## config.mk

```make
export PLATFORM = sky130hd
export DESIGN_NAME = ledstrip_frame_sched
export DESIGN_NICKNAME = d
export VERILOG_FILES = /design/src/rtl/ledsched_pkg.sv /design/src/rtl/ledstrip_refresh_timer.sv /design/src/rtl/ledstrip_frame_sched.sv
export SDC_FILE = /design/constraint.sdc
export NUM_CORES = 1
export LEC_CHECK = 0
export ABC_AREA = 1
export CAP_MARGIN = 20
export CORE_MARGIN = 2
export CORE_UTILIZATION = 50
export DETAILED_ROUTE_END_ITERATION = 10
export DONT_BUFFER_PORTS = 1
export PLACE_DENSITY = 0.62
export SLEW_MARGIN = 15
export SYNTH_ARGS = -nofsm -noshare
export SYNTH_HDL_FRONTEND = slang
export SYNTH_SLANG_ARGS = --single-unit
```

## constraint.sdc

```tcl
create_clock -name clk -period 4.67 [get_ports clk]
set_input_delay 0.934 -clock clk [delete_from_list [all_inputs] [get_ports clk]]
set_output_delay 0.934 -clock clk [all_outputs]
set_load 0.005 [all_outputs]
```

## src/rtl/ledsched_pkg.sv

```systemverilog
// Shared types and helpers for the LED strip frame scheduler.
// Optional build macro handled by the top: LEDSCHED_BRIGHTNESS_EN.
package ledsched_pkg;

  localparam int RGB_W = 24;
  localparam int CH_W  = 8;

  typedef enum logic [2:0] {
    S_IDLE,
    S_FETCH,
    S_WAIT_PIX,
    S_WAIT_READY,
    S_WAIT_STARTED,
    S_DONE
  } sched_state_e;

  // Each GRB channel is shifted on its own so no bits bleed between colours.
  function automatic logic [RGB_W-1:0] dim_pixel(input logic [RGB_W-1:0] pix,
                                                 input logic [2:0]       shift);
    logic [CH_W-1:0] g;
    logic [CH_W-1:0] r;
    logic [CH_W-1:0] b;
    g = pix[23:16] >> shift;
    r = pix[15:8]  >> shift;
    b = pix[7:0]   >> shift;
    return {g, r, b};
  endfunction

endpackage

```

## src/rtl/ledstrip_refresh_timer.sv

```systemverilog
// Free-running refresh counter plus a single pending flag that collects
// periodic ticks and on-demand requests until the scheduler consumes them.
module ledstrip_refresh_timer
  import ledsched_pkg::*;
#(
  parameter int REFRESH_BITS = 18
) (
  input  logic clk_i,
  input  logic rst_ni,
  input  logic frame_req_i,
  input  logic clear_i,
  output logic pending_o
);

  logic [REFRESH_BITS-1:0] cnt_q;
  logic [REFRESH_BITS-1:0] cnt_d;
  logic                    pending_q;
  logic                    pending_d;
  logic                    tick;

  assign tick  = &cnt_q;
  assign cnt_d = cnt_q + 1'b1;

  // Consumption wins over a coinciding event: the frame starting now serves it.
  always_comb begin
    pending_d = pending_q;
    if (clear_i) begin
      pending_d = 1'b0;
    end else if (tick || frame_req_i) begin
      pending_d = 1'b1;
    end
  end

  always_ff @(posedge clk_i) begin
    if (!rst_ni) begin
      cnt_q     <= '0;
      pending_q <= 1'b0;
    end else begin
      cnt_q     <= cnt_d;
      pending_q <= pending_d;
    end
  end

  assign pending_o = pending_q;

endmodule

```

## src/rtl/ledstrip_frame_sched.sv

```systemverilog
// Frame scheduler: walks LED indices, fetches pixels and hands them to the
// WS2812B driver. Optional macro: LEDSCHED_BRIGHTNESS_EN (per-channel dimming).
module ledstrip_frame_sched
  import ledsched_pkg::*;
#(
  parameter int REFRESH_BITS = 18,
  parameter int LED_W        = 9,
  parameter int PIX_LAT      = 1
) (
  input  logic             clk,
  input  logic             rst_n,
  input  logic [LED_W-1:0] num_leds,
  input  logic             frame_req,
  input  logic [2:0]       brightness,
  output logic [LED_W-1:0] pix_index,
  output logic             pix_req,
  input  logic [23:0]      pix_data,
  output logic [23:0]      drv_data,
  output logic             drv_valid,
  output logic             drv_latch,
  input  logic             drv_ready,
  output logic             busy,
  output logic             frame_done
);

  // Driver handshake: drv_valid rises only while drv_ready is high, then is
  // held until drv_ready is observed low (the driver has taken the pixel).
  localparam logic [1:0] LAT_LAST = 2'(PIX_LAT - 1);

  sched_state_e     state_q, state_d;
  logic [LED_W-1:0] idx_q, idx_d;
  logic [LED_W-1:0] n_lat_q, n_lat_d;
  logic [1:0]       lat_cnt_q, lat_cnt_d;
  logic [LED_W-1:0] pix_index_q, pix_index_d;
  logic             pix_req_q, pix_req_d;
  logic [23:0]      drv_data_q, drv_data_d;
  logic             drv_valid_q, drv_valid_d;
  logic             drv_latch_q, drv_latch_d;
  logic             busy_q, busy_d;
  logic             frame_done_q, frame_done_d;
  logic             pending;
  logic             pend_clear;
  logic             is_last;
  logic [23:0]      pix_scaled;

`ifdef LEDSCHED_BRIGHTNESS_EN
  assign pix_scaled = dim_pixel(pix_data, brightness);
`else
  logic [2:0] unused_brightness;
  assign unused_brightness = brightness;
  assign pix_scaled        = pix_data;
`endif

  ledstrip_refresh_timer #(
    .REFRESH_BITS(REFRESH_BITS)
  ) u_timer (
    .clk_i      (clk),
    .rst_ni     (rst_n),
    .frame_req_i(frame_req),
    .clear_i    (pend_clear),
    .pending_o  (pending)
  );

  assign is_last = (idx_q == n_lat_q - 1'b1);

  always_comb begin
    state_d      = state_q;
    idx_d        = idx_q;
    n_lat_d      = n_lat_q;
    lat_cnt_d    = lat_cnt_q;
    pix_index_d  = pix_index_q;
    pix_req_d    = 1'b0;
    drv_data_d   = drv_data_q;
    drv_valid_d  = drv_valid_q;
    drv_latch_d  = drv_latch_q;
    busy_d       = busy_q;
    frame_done_d = 1'b0;
    pend_clear   = 1'b0;
    unique case (state_q)
      S_IDLE: begin
        if (pending) begin
          pend_clear = 1'b1;
          n_lat_d    = num_leds;
          idx_d      = '0;
          if (num_leds == '0) begin
            state_d      = S_DONE;
            frame_done_d = 1'b1;
          end else begin
            state_d     = S_FETCH;
            busy_d      = 1'b1;
            pix_req_d   = 1'b1;
            pix_index_d = '0;
          end
        end
      end
      S_FETCH: begin
        lat_cnt_d = '0;
        state_d   = S_WAIT_PIX;
      end
      S_WAIT_PIX: begin
        if (lat_cnt_q == LAT_LAST) begin
          drv_data_d = pix_scaled;
          state_d    = S_WAIT_READY;
        end else begin
          lat_cnt_d = lat_cnt_q + 1'b1;
        end
      end
      S_WAIT_READY: begin
        if (drv_ready) begin
          drv_valid_d = 1'b1;
          drv_latch_d = is_last;
          state_d     = S_WAIT_STARTED;
        end
      end
      S_WAIT_STARTED: begin
        if (!drv_ready) begin
          drv_valid_d = 1'b0;
          drv_latch_d = 1'b0;
          if (is_last) begin
            state_d      = S_DONE;
            frame_done_d = 1'b1;
          end else begin
            idx_d       = idx_q + 1'b1;
            pix_index_d = idx_q + 1'b1;
            pix_req_d   = 1'b1;
            state_d     = S_FETCH;
          end
        end
      end
      S_DONE: begin
        busy_d  = 1'b0;
        state_d = S_IDLE;
      end
      default: state_d = S_IDLE;
    endcase
  end

  always_ff @(posedge clk) begin
    if (!rst_n) begin
      state_q      <= S_IDLE;
      idx_q        <= '0;
      n_lat_q      <= '0;
      lat_cnt_q    <= '0;
      pix_index_q  <= '0;
      pix_req_q    <= 1'b0;
      drv_data_q   <= '0;
      drv_valid_q  <= 1'b0;
      drv_latch_q  <= 1'b0;
      busy_q       <= 1'b0;
      frame_done_q <= 1'b0;
    end else begin
      state_q      <= state_d;
      idx_q        <= idx_d;
      n_lat_q      <= n_lat_d;
      lat_cnt_q    <= lat_cnt_d;
      pix_index_q  <= pix_index_d;
      pix_req_q    <= pix_req_d;
      drv_data_q   <= drv_data_d;
      drv_valid_q  <= drv_valid_d;
      drv_latch_q  <= drv_latch_d;
      busy_q       <= busy_d;
      frame_done_q <= frame_done_d;
    end
  end

  assign pix_index  = pix_index_q;
  assign pix_req    = pix_req_q;
  assign drv_data   = drv_data_q;
  assign drv_valid  = drv_valid_q;
  assign drv_latch  = drv_latch_q;
  assign busy       = busy_q;
  assign frame_done = frame_done_q;

endmodule

```

# Yosys cells after proc, flatten, opt, wreduce, memory -nomap -nowiden
# Index checks and enable logic that the tools add are counted.
op_classes:
  addsub: 4
  eq_ne: 13
  mux: 36
  bitwise: 1
  reduce_logical: 18
op_table:
  columns: ["cell", "count"]
  rows:
  - ["$mux W9", 5]
  - ["$pmux W9 S2", 2]
  - ["$add A18 B1 Y18 const B", 1]
  - ["$mux W3", 6]
  - ["$reduce_and A18 Y1", 1]
  - ["$mux W1", 15]
  - ["$pmux W3 S5", 1]
  - ["$ne A2 B2 Y1 const B", 6]
  - ["$pmux W1 S2", 5]
  - ["$add A9 B1 Y9 const B", 1]
  - ["$eq A9 B9 Y1", 1]
  - ["$logic_not A9 Y1", 1]
  - ["$sub A9 B1 Y9 const B", 1]
  - ["$reduce_and A4 Y1", 2]
  - ["$reduce_bool A2 Y1", 4]
  - ["$eq A3 B2 Y1 const B", 2]
  - ["$eq A3 B3 Y1 const B", 2]
  - ["$reduce_and A2 Y1", 3]
  - ["$reduce_and A3 Y1", 2]
  - ["$reduce_and A5 Y1", 1]
  - ["$pmux W2 S2", 1]
  - ["$eq A3 B1 Y1 const B", 1]
  - ["$logic_not A3 Y1", 1]
  - ["$add A2 B1 Y2 const B", 1]
  - ["other kinds (6)", 6]
totals:
  regBits: 80
  word_cells: 85

# Logic depth before layout (Yosys ltp)
depth:
  depth_word: 5
  mapped_depth: 15

# Modules after synthesis
# Synthesis repeated with hierarchy kept, for this count alone.
unflattened:
  cells_unflattened: 567
  hier_area_um2: 3953.8
by_module_without_submodules:
  columns: ["mod", "n_inst", "cells_per_inst", "area_per_inst_um2", "seq_area_each_um2"]
  rows:
  - ["ledstrip_frame_sched", 1, 440, 3021.6, 1221.2]
  - ["ledstrip_refresh_timer", 1, 127, 932.1, 380.4]

# Worst setup path after synthesis
# No wires, ideal clock.
synth_path:
  path_type: "input-to-reg"
  start: "in num_leds[4]"
  end: "reg pix_index_q[4], in the netlist pix_index[4]"
  setup_ns: 0.115
  t_arrival_ns: 1.762
  t_required_ns: 4.555
  slack_ns: 2.793
  path_stages: 8
  n_path_buf: 1
  cell_sequence: "nor2_1 -> nand2_1 -> nor3_1 -> a31o_2 -> buf_2 -> nand3_1 -> nand2_1 -> nor2_1"
synth_via:
  elab_chain_len: 3
synth_rtl:
  columns: ["element", "line", "source"]
  rows:
  - ["start: declaration", "ledstrip_frame_sched.sv:12", "input logic [LED_W-1:0] num_leds,"]
  - ["$logic_not A9 Y1", "ledstrip_frame_sched.sv:85", "if (num_leds == '0) begin"]
  - ["$ne A2 B2 Y1 (no line)", null, null]
  - ["$reduce_and A5 Y1 (no line)", null, null]
  - ["end signal: assignment", "ledstrip_frame_sched.sv:156", "pix_index_q <= pix_index_d;"]
  - ["end: declaration", "ledstrip_frame_sched.sv:34", "logic [LED_W-1:0] pix_index_q, pix_index_d;"]
# No other way between the ends.
# A chain may end at the register's enable or synchronous reset.

# Worst setup path in the final report
layout_path:
  start: "reg n_lat_q[0]"
  end: "reg idx_q[2]"
layout_via:
  elab_chain_len: 4
layout_rtl:
  columns: ["element", "line", "source"]
  rows:
  - ["start: declaration", "ledstrip_frame_sched.sv:32", "logic [LED_W-1:0] n_lat_q, n_lat_d;"]
  - ["start signal: assignment", "ledstrip_frame_sched.sv:154", "n_lat_q <= n_lat_d;"]
  - ["$sub A9 B1 Y9", "ledstrip_frame_sched.sv:64", "assign is_last = (idx_q == n_lat_q - 1'b1);"]
  - ["$eq A9 B9 Y1", "ledstrip_frame_sched.sv:64", null]
  - ["$ne A2 B2 Y1 (no line)", null, null]
  - ["$reduce_and A4 Y1 (no line)", null, null]
  - ["end signal: assignment", "ledstrip_frame_sched.sv:153", "idx_q <= idx_d;"]
  - ["end: declaration", "ledstrip_frame_sched.sv:31", "logic [LED_W-1:0] idx_q, idx_d;"]
# No other way between the ends.

==> summary.txt <==
Outcome
  • Status: complete, no violations

Critical path
  • Arrival time of data at the critical path endpoint: 2460 ps
  • Sort of element at the start of the critical path: flip-flop
  • Ordered cell list for the critical path: clkinv_1 -> ha_1 -> nand2_1 -> inv_1 -> nor2_1 -> nand2_1 -> nor2_1 -> nand3_2 -> nor2_4 -> nand4_4 -> nand3b_1 -> nand2_1 -> nor2_1
  • Crit path capture type: flip-flop
  • Delay of the slowest cell on the worst path: 370 ps
  • Required time of the critical path: 4970 ps
  • Library cell contributing the largest single delay on the critical path: sky130_fd_sc_hd__dfxtp_1
  • Worst path bufs/invs: 2
  • Critical-path maximum fanout: 25
  • Startpoint-to-endpoint class of the critical path: reg -> reg
  • Family with the most delay on the worst path: simple AND/OR/NAND/NOR gates

Yosys
  • Synthesized instance count: around 530
  • Post-synthesis simple-gate area fraction: 26.33%
  • Main combinational cell family by area after synthesis: simple AND/OR/NAND/NOR gates
  • Synth top area cells: sky130_fd_sc_hd__dfxtp_1 43%, sky130_fd_sc_hd__a21oi_1 9.3%, sky130_fd_sc_hd__nand2_1 7.8%
  • Biggest area consumer among synthesized cells: sky130_fd_sc_hd__dfxtp_1
  • Post-synthesis sequential area ratio: 42.61%
  • Share of synthesized area spent on multiplexers: 0%
  • Area share of the leading cell type in the synthesized netlist: between 40 and 50%
  • Post-synthesis cell type count: 33
  • Total standard cell area after synthesis: 0.003759 mm2
  • Yosys Warn Count: 0
  • Post-synthesis adder-cell area fraction: roughly 1.3%
  • Fraction of the mapped netlist area in compound gates: 17.48%
  • Post-Synth XOR/XNOR Area: 1.864%
  • Per-instance average area after synthesis: 7.132 um2
  • Syn_nets: roughly 570
  • Synthesis-stage register bit count: 80

Pwr
  • Power, Total: between 2 and 2.5 mW
  • Worst supply voltage drop on vdd: 0.2535 mV
  • Leakage: 1.575 nW
  • Power Dens Cells: 560.5 mW/mm2

Routing
  • Routed WL: around 7800 um
  • # DRC: 0
  • Violation count after the first detailed-routing iteration: 103
  • Via count: 3160
  • Average wire per standard cell: between 10 and 15 um
  • Post-route antenna net violation count: 0
  • Vias per cell: between 5 and 6
  • Router iterations before antenna repair: 4

Global routing
  • First-pass GRT wire length: 13320 um
  • Initial antenna violation count: 0
  • Remaining Overflow, GRT: 0
  • GR Util All Layers: 19.78%
  • Via count of the first global-routing pass: 3082
  • Largest net degree at the start of global routing: 58

Timing
  • Clock Skew: 11.38 ps
  • Worst-case hold slack: 459.0 ps
  • Maximum clock frequency: 462.8 MHz
  • Final number of max-transition violations: 0
  • Summed negative setup slack over all endpoints: 0 ps
  • Slew Limit Headroom: between 40% and 50%
  • Worst Max-Slew Pin Slew: 773.5 ps
  • RSZ-0062 raised after global routing: no
  • Share of the clock period used by the worst path after layout: between 40% and 50%
  • Count of final hold-check violations: 0
  • Time the final worst path needs with I/O delays and setup: between 2000 and 2500 ps
  • Final setup viols: 0

Die
  • Full die area: 0.008226 mm2
  • Chip height: 90.70 um
  • Horizontal die dimension: 90.70 um
  • Io pins: 78
  • Site Rows: 31
  • Placeable core area: 0.007253 mm2
  • Initial core utilization: 51.82%

CTS
  • TritonCTS clock tree: yes
  • Deepest level of the CTS H-tree: 3
  • Root Buffer: sky130_fd_sc_hd__clkbuf_8
  • Count of instances resized after the clock tree is built: 0
  • Count of clock tree sinks: 80
  • Clock buffers created by TritonCTS: 9
  • Clk slew on worst S/H paths: 90 ps
  • Post-CTS setup buffer count: 0
  • Number of buffers added to fix hold violations after cts: 0
  • Clock network latency to the later pin of the worst-skew pair: around 360 ps
  • Number of buffers between clock root and the deepest sink: 2

Cells and area
  • Proportion of layout cells with a drive suffix above 1: around 7.6%
  • Total Nets Final: roughly 560
  • Antenna diodes: 0
  • Number of fill cells in the layout: 731
  • Syn-to-layout area delta: 6.724%
  • Final cell utilization of the core: 55.30%

Job
  • Number of max-cap violations: 0

Placed design
  • PortBufs: 0
  • Placed wire-length estimate after detailed placement: around 5600 um
  • Global placement routability congestion: 0.8364

Worst hold path
  • Worst min-delay path category: reg -> reg
## final cells by class
| type | count | area (um2) | area share (%) |
|---|---|---|---|
| repair buffers | 1 | 7.507 | 0.1871 |
| clock buffers | 9 | 123.9 | 3.088 |
| multi-input cells | 351 | 1767 | 44.04 |
| inverters | 76 | 285.3 | 7.112 |
| clock inverters | 7 | 102.6 | 2.558 |
| well taps | 99 | 123.9 | 3.088 |
| flip-flops and latches | 80 | 1602 | 39.93 |
## cell usage in the layout (no fill, tap or decap), types with 4 or more instances in the layout
cell,netlist,routed
sky130_fd_sc_hd__a21oi_1,70,70
sky130_fd_sc_hd__nand3b_1,7,7
sky130_fd_sc_hd__nand3_1,35,35
sky130_fd_sc_hd__inv_1,71,71
sky130_fd_sc_hd__o21ai_0,48,48
sky130_fd_sc_hd__nor2_1,57,57
sky130_fd_sc_hd__xnor2_1,5,5
sky130_fd_sc_hd__clkbuf_8,0,9
sky130_fd_sc_hd__dfxtp_1,80,80
sky130_fd_sc_hd__nand4_1,5,5
sky130_fd_sc_hd__nand2_1,78,78
sky130_fd_sc_hd__nor2_2,6,6
sky130_fd_sc_hd__nor2_4,4,4
sky130_fd_sc_hd__nor3_1,10,10
sky130_fd_sc_hd__ha_1,4,4
sky130_fd_sc_hd__inv_2,4,4
## final timing paths
kind,from,endpoint,slack [ps],cells after the start
min reg2reg,u_timer.cnt_q[0]$_SDFF_PN0_,u_timer.cnt_q[0]$_SDFF_PN0_,460,1
max reg2reg,n_lat_q[0]$_SDFFE_PN0P_,idx_q[2]$_SDFFE_PN0P_,2510,13
min,u_timer.cnt_q[0]$_SDFF_PN0_,u_timer.cnt_q[0]$_SDFF_PN0_,460,1
max,n_lat_q[0]$_SDFFE_PN0P_,idx_q[2]$_SDFFE_PN0P_,2510,13
## flip-flops by register name, indices dropped and copies added, names as in the netlist
name / count
drv_data: 24
u_timer.pending_o: 1
busy: 1
pix_req: 1
u_timer.cnt_q: 18
pix_index: 9
idx_q: 9
state_q: 3
frame_done: 1
drv_valid: 1
lat_cnt_q: 2
n_lat_q: 9
drv_latch: 1
## synthesized netlist by cell type (all sizes together)
master and count:
xor2 3, a211oi 1, clkinv 1, nand4 6, nand3b 7, xnor2 5
nor4 1, nor2 67, clkbuf 13, nand2 80, o21a 2, a31o 1
a31oi 3, buf 7, a21boi 1, o21ai 49, nor3b 2, dfxtp 80
nand3 38, or2 1, nor3 10, a21oi 70, inv 75, ha 4
## kinds of logic after synthesis
| family | after synthesis |
|---|---|
| adder cells (fa/ha/maj) | 4 |
| buffers and inverters | 96 |
| AO/OA/AOI/OAI | 127 |
| AND/OR/NAND/NOR | 212 |
| XOR/XNOR | 8 |
| flip-flops | 80 |
## worst reg2reg max path: cells and delay by family, from the launching register on
| family | cells | cell delay, ps |
|---|---|---|
| fa+ha+maj | 1 | 330 |
| flops | 1 | 370 |
| simple gates | 10 | 1240 |
| buf+inv | 2 | 150 |
## per-stage QoR
step | worst slack [ps] | instance area (um2) | cells
floorplan | 2793 | 3759 | 527
global placement | 2552 | 3785 | 607
detailed placement | 2516 | 3785 | 607
CTS | 2495 | 4011 | 623
global route | 2270 | 4011 | 623
finish | 2509 | 4011 | 623
## routing by layer
metal	share of wire, %	up-vias	routed length, um	track usage (%)
li1	-	1696	-	-
met1	44	1396	3389	21.35
met2	49	55	3834	35.32
met3	5.3	13	409	5.927
met4	2.0	0	154	9.103
met5	0	-	0	0
## power breakdown
part / internal [mW] / switching [mW]
logic: 0.266 / 0.471
clock network: 0.307 / 0.272
registers: 0.812 / 0.121
total: 1.38 / 0.864
No activity file was read; power rests on OpenSTA's default activity.
